**config.mk**
```make
export PLATFORM = sky130hd
export DESIGN_NAME = grf_wb_arb
export DESIGN_NICKNAME = d
export VERILOG_FILES = /design/src/rtl/grf_wb_arb_pkg.sv /design/src/rtl/grf_wb_fifo.sv /design/src/rtl/grf_wb_arb.sv
export SDC_FILE = /design/constraint.sdc
export NUM_CORES = 1
export LEC_CHECK = 0
export BUFFER_PORTS_ARGS = -buffer_cell sky130_fd_sc_hd__buf_2
export CORE_ASPECT_RATIO = 0.6
export CORE_MARGIN = 3
export CORE_UTILIZATION = 40
export DETAILED_ROUTE_END_ITERATION = 8
export SLEW_MARGIN = 40
export SYNTH_ARGS = -nofsm -noshare
export SYNTH_HDL_FRONTEND = slang
export SYNTH_SLANG_ARGS = --single-unit
export TNS_END_PERCENT = 5
```
**constraint.sdc**
```tcl
create_clock -name clk -period 6.94 [get_ports clk]
set_clock_uncertainty 0.15 [all_clocks]
set_input_delay 0.694 -clock clk [delete_from_list [all_inputs] [get_ports clk]]
set_output_delay 0.694 -clock clk [all_outputs]
set_load 0.05 [all_outputs]
```
**src/rtl/grf_wb_arb_pkg.sv**
```systemverilog
// Shared types and constants for the register-file write-back arbiter.
// Holds address/data widths, the zero register and the write request bundle.
package grf_wb_arb_pkg;

    localparam int REG_ADDR_W = 5;
    localparam int DATA_W     = 32;
    localparam int NUM_REGS   = 1 << REG_ADDR_W;

    localparam logic [REG_ADDR_W-1:0] ZERO_REG = '0;

    typedef struct packed {
        logic [REG_ADDR_W-1:0] rw;
        logic [DATA_W-1:0]     data;
    } wr_req_t;

    // One-hot decode of a register address; $0 never reports.
    function automatic logic [NUM_REGS-1:0] reg_onehot(
        input logic [REG_ADDR_W-1:0] rw
    );
        logic [NUM_REGS-1:0] v;
        v     = '0;
        v[rw] = 1'b1;
        v[0]  = 1'b0;
        return v;
    endfunction

endpackage

```
**src/rtl/grf_wb_fifo.sv**
```systemverilog
// MDU result buffer: in-order FIFO with occupancy and per-slot valid bits.
// Ports: clk/reset, push+push_req, pop, head, empty/full/empty_next,
// entry_vld and flattened entry_rw for pending-register decode.
module grf_wb_fifo
    import grf_wb_arb_pkg::*;
#(
    parameter int DEPTH = 2
) (
    input  logic                        clk,
    input  logic                        reset,
    input  logic                        push,
    input  wr_req_t                     push_req,
    input  logic                        pop,
    output wr_req_t                     head,
    output logic                        empty,
    output logic                        full,
    output logic                        empty_next,
    output logic [DEPTH-1:0]            entry_vld,
    output logic [DEPTH*REG_ADDR_W-1:0] entry_rw
);

    localparam int PTR_W = (DEPTH > 1) ? $clog2(DEPTH) : 1;
    localparam int CNT_W = $clog2(DEPTH) + 1;

    logic [PTR_W-1:0] wr_ptr_q, wr_ptr_d;
    logic [PTR_W-1:0] rd_ptr_q, rd_ptr_d;
    logic [CNT_W-1:0] cnt_q, cnt_d;
    logic [DEPTH-1:0] vld_q, vld_d;
    wr_req_t          mem_q [DEPTH];
    wr_req_t          mem_d [DEPTH];

    // Push only when not full and pop only when not empty, so a
    // simultaneous push/pop never touches the same slot.
    always_comb begin
        wr_ptr_d = wr_ptr_q;
        rd_ptr_d = rd_ptr_q;
        vld_d    = vld_q;
        mem_d    = mem_q;
        cnt_d    = cnt_q;
        if (push) begin
            mem_d[wr_ptr_q] = push_req;
            vld_d[wr_ptr_q] = 1'b1;
            wr_ptr_d        = wr_ptr_q + 1'b1;
        end
        if (pop) begin
            vld_d[rd_ptr_q] = 1'b0;
            rd_ptr_d        = rd_ptr_q + 1'b1;
        end
        unique case ({push, pop})
            2'b10:   cnt_d = cnt_q + 1'b1;
            2'b01:   cnt_d = cnt_q - 1'b1;
            default: cnt_d = cnt_q;
        endcase
    end

    always_ff @(posedge clk or posedge reset) begin
        if (reset) begin
            wr_ptr_q <= '0;
            rd_ptr_q <= '0;
            cnt_q    <= '0;
            vld_q    <= '0;
            for (int i = 0; i < DEPTH; i++) begin
                mem_q[i] <= '0;
            end
        end else begin
            wr_ptr_q <= wr_ptr_d;
            rd_ptr_q <= rd_ptr_d;
            cnt_q    <= cnt_d;
            vld_q    <= vld_d;
            mem_q    <= mem_d;
        end
    end

    always_comb begin
        entry_rw = '0;
        for (int i = 0; i < DEPTH; i++) begin
            entry_rw[i*REG_ADDR_W +: REG_ADDR_W] = mem_q[i].rw;
        end
    end

    assign head       = mem_q[rd_ptr_q];
    assign empty      = (cnt_q == '0);
    assign full       = (cnt_q == CNT_W'(DEPTH));
    assign empty_next = (cnt_d == '0);
    assign entry_vld  = vld_q;

endmodule

```
**src/rtl/grf_wb_arb.sv**
```systemverilog
// Register-file write-back arbiter: W-stage writes win, buffered MDU
// results fill idle slots; starvation raises stall_req to drain the buffer.
// Ports: clk/reset, wb_* (pipeline), mdu_* (MDU, valid/ready),
// RegWrite/RW/DataW (registered RF write), pending, stall_req.
module grf_wb_arb
    import grf_wb_arb_pkg::*;
#(
    parameter int FIFO_DEPTH   = 2,
    parameter int STARVE_LIMIT = 3
) (
    input  logic                  clk,
    input  logic                  reset,
    input  logic                  wb_valid,
    input  logic [REG_ADDR_W-1:0] wb_rw,
    input  logic [DATA_W-1:0]     wb_data,
    input  logic                  mdu_valid,
    input  logic [REG_ADDR_W-1:0] mdu_rw,
    input  logic [DATA_W-1:0]     mdu_data,
    output logic                  mdu_ready,
    output logic                  RegWrite,
    output logic [REG_ADDR_W-1:0] RW,
    output logic [DATA_W-1:0]     DataW,
    output logic [NUM_REGS-1:0]   pending,
    output logic                  stall_req
);

    localparam int SW = $clog2(STARVE_LIMIT + 1);
    localparam logic [SW-1:0] LIM = SW'(STARVE_LIMIT);

    logic wb_hit, pop, push;
    logic fifo_empty, fifo_full, fifo_empty_next;
    wr_req_t head, push_req;
    logic [FIFO_DEPTH-1:0]            entry_vld;
    logic [FIFO_DEPTH*REG_ADDR_W-1:0] entry_rw;

    logic                  regwrite_q, regwrite_d;
    logic [REG_ADDR_W-1:0] rw_q, rw_d;
    logic [DATA_W-1:0]     dataw_q, dataw_d;
    logic [SW-1:0]         starve_q, starve_d;
    logic                  stall_q, stall_d;

    // Writes to $0 are dropped and never occupy a slot.
    assign wb_hit    = wb_valid && (wb_rw != ZERO_REG);
    assign pop       = !fifo_empty && !wb_hit;
    assign mdu_ready = !fifo_full;
    assign push      = mdu_valid && mdu_ready
                    && (mdu_rw != ZERO_REG);
    assign push_req  = '{rw: mdu_rw, data: mdu_data};

    grf_wb_fifo #(
        .DEPTH (FIFO_DEPTH)
    ) u_fifo (
        .clk        (clk),
        .reset      (reset),
        .push       (push),
        .push_req   (push_req),
        .pop        (pop),
        .head       (head),
        .empty      (fifo_empty),
        .full       (fifo_full),
        .empty_next (fifo_empty_next),
        .entry_vld  (entry_vld),
        .entry_rw   (entry_rw)
    );

    always_comb begin
        regwrite_d = 1'b0;
        rw_d       = ZERO_REG;
        dataw_d    = '0;
        unique case (1'b1)
            wb_hit: begin
                regwrite_d = 1'b1;
                rw_d       = wb_rw;
                dataw_d    = wb_data;
            end
            pop: begin
                regwrite_d = 1'b1;
                rw_d       = head.rw;
                dataw_d    = head.data;
            end
            default: ;
        endcase
    end

    // Counter only runs while results wait behind wb writes; once it
    // saturates, stall_req latches until the buffer drains.
    always_comb begin
        starve_d = starve_q;
        if (fifo_empty || pop) begin
            starve_d = '0;
        end else if (starve_q != LIM) begin
            starve_d = starve_q + 1'b1;
        end
        stall_d = (stall_q || (starve_q == LIM))
               && !fifo_empty_next;
    end

    always_ff @(posedge clk or posedge reset) begin
        if (reset) begin
            regwrite_q <= 1'b0;
            rw_q       <= ZERO_REG;
            dataw_q    <= '0;
            starve_q   <= '0;
            stall_q    <= 1'b0;
        end else begin
            regwrite_q <= regwrite_d;
            rw_q       <= rw_d;
            dataw_q    <= dataw_d;
            starve_q   <= starve_d;
            stall_q    <= stall_d;
        end
    end

    always_comb begin
        pending = '0;
        for (int i = 0; i < FIFO_DEPTH; i++) begin
            if (entry_vld[i]) begin
                pending = pending | reg_onehot(
                    entry_rw[i*REG_ADDR_W +: REG_ADDR_W]);
            end
        end
    end

    assign RegWrite  = regwrite_q;
    assign RW        = rw_q;
    assign DataW     = dataw_q;
    assign stall_req = stall_q;

endmodule

```
==> impl_metrics.py <==
metrics = {
    "synth": {
        "ys.flop_type": "dfrtp_1",
        "synth_top_area_share_pct": 53.49,
        "synth_simple_gate_area_share_pct": 6.742,
        "syn_inst": 429,
        "yosys_warnings": 0,
        "synth_cell_types": 38,
        "async_flop_share_pct": 100.0,
        "synth.most_common_cell": "dfrtp_1",
        "synth_top_family_by_area": "multiplexers",
        "synth_top_cell_by_area": "dfrtp_1",
        "postSynthRegisterBits": 121,
        "yosysSeqAreaShare_pct": 53.49,
        "syn-cell-area_um2": 5660,
        "synth-compound-area-share_pct": 5.946,
        "synth_nets": 509,
        "synth_common_cells": "dfrtp_1 (121), mux2_2 (87), nor2_1 (37)",
        "synth_xor_area_share_pct": 0.9284,
        "synth_area_leaders": "dfrtp_1 (53%), mux2_2 (17%), mux2i_1 (6.4%), mux2_4 (5.0%), o22ai_1 (3.4%)",
        "synth_adder_area_share_pct": 0.4421,
        "synth_edf_count": 0,
        "avgSynthCellArea_um2": 13.19,
        "synthMuxAreaShare_pct": 29.11,
    },
    "cts": {
        "numCtsBuffers": 17,
        "cts-resized-gates": 0,
        "cts.sinks": 121,
        "cts_tree": "built",
        "cts_root_buffer": "clkbuf_16",
        "post_cts.repair.setup_buffers": 0,
        "hold_buffers": 0,
        "cts.clk_slew.worst_paths_ns": 0.06,
        "clk_path_buf_depth": 2,
        "insertion_delay_ns": 0.40,
        "htreeDepth": 4,
    },
    "floorplanning": {
        "dieArea_um2": 15660,
        "die_x_um": 159.6,
        "start_util_pct": 42.45,
        "fp-row-count": 32,
        "placeableCoreArea_um2": 13330,
        "pin_count": 150,
        "die_h_um": 98.15,
    },
    "cells_and_area": {
        "antennaDiodeCount": 0,
        "area_growth_pct": 28.69,
        "drive_gt1_share_pct": 52.30,
        "fin_nets": 654,
    },
    "sta": {
        "min_period_ns": 2.812,
        "fmax_mhz": 355.7,
        "rsz0062_at_grt": "false",
        "final.setup.tns_ns": 0,
        "worst-slew-pin-transition_ns": 0.7122,
        "finalCritPeriodShare_pct": 40.51,
        "setup_viol": 0,
        "finalHoldViolations": 0,
        "slew_headroom_pct": 52.52,
        "drv_slew": 0,
        "whs_ns": 0.1830,
    },
    "setup_path": {
        "cp.arrival_ns": 1.97,
        "rr_startpoint": "u_fifo.cnt_q[0]",
        "cp-start-kind": "register",
        "crit_chain": "or3b_2, o22ai_1, buf_2",
        "critPathBufInv": 1,
        "cpPeakStageDelay_ns": 0.55,
        "cp-end-kind": "output port",
        "critical_path_class": "register to output port",
        "cp_slowest_cell": "dfrtp_1",
        "crit_fanout": 10,
        "crit_start": "u_fifo.entry_rw[8]",
        "crit_family": "flip-flops",
        "worstPathRequired_ns": 6.10,
    },
    "detailed_routing": {
        "vias_per_cell": 5.196,
        "dr.pass1.iters": 4,
        "drc": 0,
        "post_drt_wl_per_cell_um": 17.34,
        "vias": 4022,
        "wl_um": 13420,
        "final_antenna_net_count": 0,
        "drt_iter0_drc": 208,
    },
    "global_route": {
        "grt_max_degree": 80,
        "overflow": 0,
        "grt_pass1_vias": 4150,
        "grt_pass1_wl_um": 22210,
        "track_usage_pct": 17.79,
        "antenna_found_initial": 3,
    },
    "pwr": {
        "p_leak_nw": 3.447,
        "p_per_area_nw_per_um2": 553.9,
        "p_comb_share_pct": 44.8,
        "p_clk_share_pct": 23.5,
        "p_sw_share_pct": 40.06,
        "peakVddDrop_uv": 251.6,
        "power.switching_mw": 1.616,
        "seqPwrFrac_pct": 31.8,
        "p_int_mw": 2.418,
    },
    "outcome": {
        "status": "finished, final reports clean",
    },
    "place": {
        "place.port_buffers": 148,
        "gp_congestion": 0.7844,
        "hpwl_um": 9428,
    },
    "job": {
        "maxCapViolations": 0,
    },
    "min_path": {
        "hold_path.class": "input pin to asynchronous set/reset pin",
    },
}
==> layout make-up <==
type	instances	area (um2)
Multi-Input combinational cell	273	2474
Fill cell	1152	6048
Inverter	4	17.52
Tap cell	187	234.0
Clock inverter	11	167.7
Timing Repair Buffer	157	892.1
Sequential cell	121	3029
Clock buffer	21	470.5
==> cells by family (layout without fill, tap and decap cells) <==
| group | count (synthesis) | in the layout |
|---|---|---|
| DFF | 121 | 121 |
| other | 1 | 1 |
| buffers and inverters | 35 | 193 |
| muxes | 144 | 144 |
| adders and majority gates | 2 | 2 |
| AOI/OAI and AO/OA | 46 | 46 |
| and+or+nand+nor | 74 | 74 |
| xor gates and xnor gates | 6 | 6 |
==> layout by cell type, fill, tap and decap left out, types with 2 or more instances in the layout <==
cell type | netlist | routed
mux2i_1 | 36 | 36
ha_1 | 2 | 2
xnor2_1 | 4 | 4
nand2b_1 | 2 | 2
buf_2 | 7 | 148
a22o_1 | 2 | 2
nand3b_1 | 11 | 11
o22ai_1 | 31 | 31
or3b_2 | 5 | 5
buf_4 | 2 | 4
bufinv_16 | 0 | 4
nand2_1 | 6 | 6
mux2_1 | 2 | 2
xor2_1 | 2 | 2
clkbuf_8 | 0 | 3
nand3_1 | 4 | 4
o31ai_1 | 3 | 3
or3_1 | 4 | 4
nor3_1 | 3 | 3
inv_1 | 4 | 3
clkinv_2 | 0 | 3
buf_16 | 0 | 4
nor2_1 | 37 | 36
dfrtp_1 | 121 | 120
clkinvlp_4 | 0 | 2
mux2_2 | 87 | 87
mux2_4 | 19 | 19
clkbuf_16 | 0 | 17
==> worst paths after layout <==
| check | to | slack (ns) | cells after the start |
|---|---|---|---|
| hold reg to reg | u_fifo.mem_q[37] | 0.34 | 1 |
| hold / removal | DataW[25] | 0.18 | 2 |
| max in group asynchronous | u_fifo.mem_q[41] | 5.34 | 3 |
| setup / recovery | pending[10] | 4.13 | 3 |
| setup reg to reg | u_fifo.mem_q[30] | 4.43 | 5 |
| min in group clk | u_fifo.mem_q[37] | 0.34 | 1 |
==> sequential cells by signal (all words and copies together) (netlist names) <==
name	flops
stall_req	1
u_fifo.entry_rw	10
u_fifo.mem_q	64
u_fifo.wr_ptr_q	1
u_fifo.rd_ptr_q	1
u_fifo.entry_vld	2
RW	5
RegWrite	1
DataW	32
starve_q	2
u_fifo.cnt_q	2
==> layer usage <==
layer  share of wire [%]  vias up  GRT usage, %
met5                0.31        -             0
met2                  42      151         24.57
met4                 1.2        6         4.976
met1                  49     1989         26.15
li1                    -     1853             -
met3                 7.7       23         6.528
==> power by group through the flow <==
stage / clock network, mW / registers [mW] / logic [mW]
finish: 0.946 / 1.28 / 1.81
global route: 1.00 / 1.33 / 1.94
CTS: 0.966 / 1.28 / 1.81
detailed placement: 0 / 1.29 / 1.80
global placement: 0 / 1.27 / 1.72
floorplan: 0 / 1.56 / 1.09
==> metrics by stage <==
stage	setup slack [ns]	power, mW	utilization (%)	std cells	instance area (um2)
2_1_floorplan	2.882	2.649	-	429	5660
3_3_place_gp	3.785	2.992	49.00	738	6533
4_1_cts	4.150	4.053	54.43	773	7257
3_5_place_dp	4.028	3.092	49.64	741	6619
5_1_grt	4.058	4.270	54.64	774	7284
6_report	4.128	4.035	54.64	774	7284
==> worst reg2reg max path, stage by stage (launching register included) <==
cell and delay [ns]:
dfrtp_1 0.53, nand2b_1 0.29, o2111a_2 0.55, buf_16 0.22, buf_4 0.29, mux2_2 0.37
No activity file was read; power rests on OpenSTA's default activity.
